### config.mk
export PLATFORM = sky130hd
export DESIGN_NAME = mult_div_unit
export DESIGN_NICKNAME = d
export VERILOG_FILES = /design/src/rtl/mult_div_unit.sv
export SDC_FILE = /design/constraint.sdc
export NUM_CORES = 1
export LEC_CHECK = 0
export CORE_MARGIN = 8
export CORE_UTILIZATION = 40
export CTS_CLUSTER_DIAMETER = 40
export DETAILED_ROUTE_END_ITERATION = 8
export SKIP_LAST_GASP = 1
export SLEW_MARGIN = 20
export SYNTH_ARGS = -nofsm -noshare
export SYNTH_HDL_FRONTEND = slang
export SYNTH_SLANG_ARGS = --single-unit
### constraint.sdc
create_clock -name clk -period 21.7 [get_ports clk]
set_input_delay 5.425 -clock clk [delete_from_list [all_inputs] [get_ports clk]]
set_output_delay 5.425 -clock clk [all_outputs]
set_load 0.05 [all_outputs]
### src/rtl/mult_div_unit.sv
// ---------------------------------------------------------------------------
// mult_div_unit
//   Iterative HI/LO multiply/divide unit for a MIPS-style pipeline.
//   MULT/MULTU use a 32-cycle shift-add multiplier. DIV/DIVU use a 32-cycle
//   restoring divider. One FIN cycle then applies sign correction and writes
//   HI/LO. MTHI/MTLO write HI/LO directly at the accepting edge.
//
// Ports
//   clk      in   1  rising-edge clock
//   rst      in   1  asynchronous active-high reset
//   start    in   1  request from EX stage (sampled only in IDLE)
//   op       in   3  000 MULT, 001 MULTU, 010 DIV, 011 DIVU, 100 MTHI,
//                    101 MTLO, 110/111 no-op
//   rs_data  in  32  operand A (multiplicand / dividend / MTHI-MTLO source)
//   rt_data  in  32  operand B (multiplier / divisor)
//   busy     out  1  operation in progress
//   done     out  1  one-cycle pulse after HI/LO written by MUL/DIV
//   hi       out 32  HI register
//   lo       out 32  LO register
// ---------------------------------------------------------------------------
module mult_div_unit (
    input  logic        clk,
    input  logic        rst,
    input  logic        start,
    input  logic [2:0]  op,
    input  logic [31:0] rs_data,
    input  logic [31:0] rt_data,
    output logic        busy,
    output logic        done,
    output logic [31:0] hi,
    output logic [31:0] lo
);

    typedef enum logic [1:0] {StIdle, StMul, StDiv, StFin} state_t;

    state_t      r_state;
    logic        r_busy;
    logic        r_done;
    logic [31:0] r_hi;
    logic [31:0] r_lo;
    logic [4:0]  r_cnt;
    logic [31:0] r_opb;      // multiplicand (MUL) or divisor magnitude (DIV)
    logic [63:0] r_prod;     // upper half accumulates, lower half holds multiplier
    logic [32:0] r_rem;      // partial remainder
    logic [31:0] r_quo;      // dividend shifts out the top, quotient in the bottom
    logic        r_is_div;
    logic        r_neg_res;  // negate product / quotient
    logic        r_neg_rem;  // negate remainder (dividend was negative)
    logic        r_div0;

    logic        w_signed;
    logic [31:0] w_abs_a;
    logic [31:0] w_abs_b;
    logic [32:0] w_mul_sum;
    logic [32:0] w_div_shift;
    logic [32:0] w_div_diff;
    logic        w_div_ge;
    logic [63:0] w_prod_fix;
    logic [31:0] w_quo_fix;
    logic [31:0] w_rem_fix;

    always_comb begin
        w_signed    = ~op[2] & ~op[0];
        w_abs_a     = (w_signed & rs_data[31]) ? (~rs_data + 32'd1) : rs_data;
        w_abs_b     = (w_signed & rt_data[31]) ? (~rt_data + 32'd1) : rt_data;
        w_mul_sum   = {1'b0, r_prod[63:32]} + (r_prod[0] ? {1'b0, r_opb} : 33'd0);
        w_div_shift = {r_rem[31:0], r_quo[31]};
        w_div_ge    = (w_div_shift >= {1'b0, r_opb});
        w_div_diff  = w_div_shift - {1'b0, r_opb};
        w_prod_fix  = r_neg_res ? (~r_prod + 64'd1) : r_prod;
        w_quo_fix   = r_neg_res ? (~r_quo + 32'd1) : r_quo;
        w_rem_fix   = r_neg_rem ? (~r_rem[31:0] + 32'd1) : r_rem[31:0];
    end

    always_ff @(posedge clk or posedge rst) begin
        if (rst) begin
            r_state   <= StIdle;
            r_busy    <= 1'b0;
            r_done    <= 1'b0;
            r_hi      <= 32'd0;
            r_lo      <= 32'd0;
            r_cnt     <= 5'd0;
            r_opb     <= 32'd0;
            r_prod    <= 64'd0;
            r_rem     <= 33'd0;
            r_quo     <= 32'd0;
            r_is_div  <= 1'b0;
            r_neg_res <= 1'b0;
            r_neg_rem <= 1'b0;
            r_div0    <= 1'b0;
        end else begin
            r_done <= 1'b0;
            unique case (r_state)
                StIdle: begin
                    if (start) begin
                        case (op)
                            3'b000, 3'b001: begin
                                r_opb     <= w_abs_a;
                                r_prod    <= {32'd0, w_abs_b};
                                r_is_div  <= 1'b0;
                                r_neg_res <= w_signed & (rs_data[31] ^ rt_data[31]);
                                r_neg_rem <= 1'b0;
                                r_div0    <= 1'b0;
                                r_cnt     <= 5'd0;
                                r_busy    <= 1'b1;
                                r_state   <= StMul;
                            end
                            3'b010, 3'b011: begin
                                r_opb     <= w_abs_b;
                                r_quo     <= w_abs_a;
                                r_rem     <= 33'd0;
                                r_is_div  <= 1'b1;
                                r_neg_res <= w_signed & (rs_data[31] ^ rt_data[31]);
                                r_neg_rem <= w_signed & rs_data[31];
                                r_div0    <= (rt_data == 32'd0);
                                r_cnt     <= 5'd0;
                                r_busy    <= 1'b1;
                                r_state   <= StDiv;
                            end
                            3'b100:  r_hi <= rs_data;
                            3'b101:  r_lo <= rs_data;
                            default: ;
                        endcase
                    end
                end
                StMul: begin
                    r_prod <= {w_mul_sum, r_prod[31:1]};
                    r_cnt  <= r_cnt + 5'd1;
                    if (r_cnt == 5'd31) begin
                        r_state <= StFin;
                    end
                end
                StDiv: begin
                    if (w_div_ge) begin
                        r_rem <= w_div_diff;
                        r_quo <= {r_quo[30:0], 1'b1};
                    end else begin
                        r_rem <= w_div_shift;
                        r_quo <= {r_quo[30:0], 1'b0};
                    end
                    r_cnt <= r_cnt + 5'd1;
                    if (r_cnt == 5'd31) begin
                        r_state <= StFin;
                    end
                end
                StFin: begin
                    if (r_is_div) begin
                        // Divide by zero: restoring loop leaves remainder = |rs|,
                        // so only the quotient needs forcing.
                        r_hi <= w_rem_fix;
                        r_lo <= r_div0 ? 32'hFFFF_FFFF : w_quo_fix;
                    end else begin
                        r_hi <= w_prod_fix[63:32];
                        r_lo <= w_prod_fix[31:0];
                    end
                    r_busy  <= 1'b0;
                    r_done  <= 1'b1;
                    r_state <= StIdle;
                end
                default: r_state <= StIdle;
            endcase
        end
    end

    assign busy = r_busy;
    assign done = r_done;
    assign hi   = r_hi;
    assign lo   = r_lo;

endmodule

==> flow_summary_export.csv <==
group,metric,value,unit
timing,max_freq,120.1,MHz
timing,rsz0062_at_grt,"no",
finish,layout-area-overhead-vs-synth,19.51,%
finish,drive_above_1_share,0.06186,
clock_tree,clock_latency,580,ps
synthesis,synth.avg_cell_area,8.298,um2
synthesis,ys_warn_count,0,
power_and_ir_drop,comb_power_share,0.576,
synthesis,ys_types,78,
timing,fin_worst_skew,33.85,ps
route,drt-total-wl,68.70,mm
clock_tree,cts_tree,"done",
clock_tree,cts_resized,0,
power_and_ir_drop,powerDensity,183.8,nW/um2
critical_path,crit_buf_inv,1,
critical_path,critical_path_class,"input pin to register",
route,detail_route.wl_per_cell,24.05,um
timing,final.setup.tns,0,ps
die,die_h,227.1,um
die,core_area,44120,um2
die,io-pin-count,136,
critical_path,cp.required,22130,ps
place,dp.final_hpwl,52.75,mm
status,outcome,"finished clean",
synthesis,async_flop_share,1.000,
timing,report.final.slew_viol_count,0,
route,dr_total_vias,17580,
die,die_area,51570,um2
worst_hold_path,min_path_type,"register to register",
power_and_ir_drop,ir_worst_vdd,0.07667,mV
critical_path,crit_family,"simple AND/OR/NAND/NOR gates",
die,die_x,227.1,um
timing,setup_viol,0,
timing,slew_headroom,0.2144,
synthesis,syn_nets,2295,
synthesis,yosys.area.top_type,"dfrtp_1",
grt,grt_max_degree,104,
critical_path,cp_cell_sequence,"clkdlybuf4s50_1 -> or4_1 -> nor4_1 -> nor4b_1 -> and3_1 -> a21oi_1 -> xnor2_1 -> o221ai_1",
timing,period_needed,8325,ps
synthesis,synth-seq-area-share,0.3327,
power_and_ir_drop,switching_share,0.4978,
synthesis,synth.most_common_cell,"dfrtp_1",
synthesis,synth_area,17820,um2
power_and_ir_drop,clkPwrFrac,0.192,
finish,stdcell_count,2856,
critical_path,crit_fanout,6,
place,dp.cells,2771,
flow_run,max_cap_violations,0,
clock_tree,cts_max_path_buffers,3,
route,ant_nets,0,
clock_tree,holdBufCountCts,0,
critical_path,worstSetupStartpointType,"input pin",
grt,grt_pass1_wl,102.6,mm
finish,finalNetCount,2373,
clock_tree,cts.htree.levels,2,
synthesis,postSynthCellCount,2148,
route,drc,0,
power_and_ir_drop,p_int,1.966,mW
timing,final_hold_viol_count,0,
synthesis,ys_top_cells_by_count,"dfrtp_1, nand2_1, o21ai_0",
route,dr.pass1.iters,6,
synthesis,synthFlopType,"dfrtp_1",
synthesis,synth-edff-count,0,
power_and_ir_drop,p_leak,8.487,nW
route,dr.first_iter.drc_count,2004,
finish,fillers,4365,
die,start_util,0.4040,
route,viasPerCell,6.154,
critical_path,end_kind,"register",
timing,worst_pin_slew,1149,ps
grt,overflow,0,
finish,ff_latch_area,5933,um2
power_and_ir_drop,p_sw,1.949,mW
timing,fin_crit_sh,0.3837,
finish,multi_input_area,11180,um2
critical_path,worstPathArrival,8750,ps
clock_tree,postCtsSetupBuffers,0,
clock_tree,clkSinkCount,237,
synthesis,ys_top_cells_by_area,"dfrtp_1, xnor2_1, o21ai_0, ha_1, nand2_1",
place,gp_congestion,0.9826,
synthesis,synth_top_area_frac,0.3327,
grt,grt_antenna_before_repair,3,
clock_tree,numCtsBuffers,45,
clock_tree,cts_root_buf,"clkbuf_16",
power_and_ir_drop,seqPwrFrac,0.232,
critical_path,crit_slowest_cell,"nor4b_1",
grt,grt_pass1_vias,15970,
die,rows,77,
critical_path,cp_slowest_stage_delay,700,ps
place,portBuffers,135,
synthesis,synth_seq_cells,237,
grt,grt_use_total,0.2605,
clock_tree,cts.clk_slew.worst_paths,60,ps
## power by group through the flow
stage | clock network, mW | registers [mW] | logic (mW)
3_3_place_gp | 0 | 0.902 | 2.19
5_1_grt | 0.787 | 0.934 | 2.44
3_5_place_dp | 0 | 0.906 | 2.22
6_report | 0.752 | 0.910 | 2.25
2_1_floorplan | 0 | 1.01 | 1.42
4_1_cts | 0.761 | 0.900 | 2.23
## worst min-delay path, delay by kind of cell (launching register included)
kind	cells	cell delay, ps
AO/OA/AOI/OAI	1	60
flip-flops	1	340
AND/OR/NAND/NOR	1	50
## state kept, by name (all words and copies together), names as in the netlist
register / flops
done: 1
hi: 32
r_div0: 1
r_rem: 32
busy: 1
lo: 32
r_opb: 32
r_cnt: 5
r_is_div: 1
r_state: 2
r_neg_res: 1
r_quo: 32
r_neg_rem: 1
r_prod: 64
## metal layers
metal	wire [um]	track usage	up-vias
met5	0	0	-
met4	2525	0.09127	0
met3	6706	0.05243	113
met2	29270	0.3880	847
met1	30200	0.3712	8537
li1	-	-	8079
## metrics by stage
stage / area [um2] / util / total power, mW / worst slack [ps] / hold WS [ps]
2_1_floorplan: 17820 / - / 2.426 / 9772 / 449.8
3_3_place_gp: 19670 / 0.4458 / 3.096 / 12970 / 474.1
3_5_place_dp: 19670 / 0.4458 / 3.127 / 12930 / 472.8
4_1_cts: 21290 / 0.4826 / 3.895 / 13500 / 489.5
5_1_grt: 21300 / 0.4828 / 4.158 / 13200 / 503.4
6_report: 21300 / 0.4828 / 3.915 / 13370 / 488.5
## logic make-up after synthesis
group	Yosys count	synth area share
AO/OA/AOI/OAI	744	0.2686
XOR/XNOR	228	0.1120
adder cells (fa/ha/maj)	77	0.05489
buffers and inverters	208	0.04394
flip-flops	237	0.3327
multiplexers	46	0.02611
AND/OR/NAND/NOR	608	0.1617
## final cells by class
cell class | count | share of cell area
timing repair buffer | 154 | 0.07031
tap | 592 | 0.03477
clock inverter | 29 | 0.01821
inverter | 85 | 0.01533
antenna | 1 | 0.0001175
multi-input combinational | 1703 | 0.5248
sequential | 237 | 0.2785
clock buffer | 55 | 0.05797
## placed cells by master (no fill, tap or decap), drive strengths merged, types with 44 or more instances in the layout
master / Yosys / layout
dfrtp: 237 / 237
nand2: 221 / 221
o21ai: 214 / 214
nor2: 155 / 155
a21oi: 153 / 153
xnor2: 141 / 141
clkdlybuf4s50: 0 / 135
inv: 84 / 95
xor2: 87 / 87
ha: 75 / 75
clkbuf: 113 / 55
o31ai: 53 / 53
a31oi: 46 / 46
o221ai: 44 / 44
## final timing paths
kind,to,cells past startpoint,slack (ps),from
hold / removal,hi[0],2,490,hi[0]
setup reg to reg,r_prod[62],12,16880,r_prod[0]
setup / recovery,r_opb[30],8,13370,rs_data[5]
hold reg to reg,hi[0],2,490,hi[0]
min in group asynchronous,lo[9],2,5320,rst
max in group asynchronous,r_is_div,3,14850,rst
No activity file was read; power rests on OpenSTA's default activity.
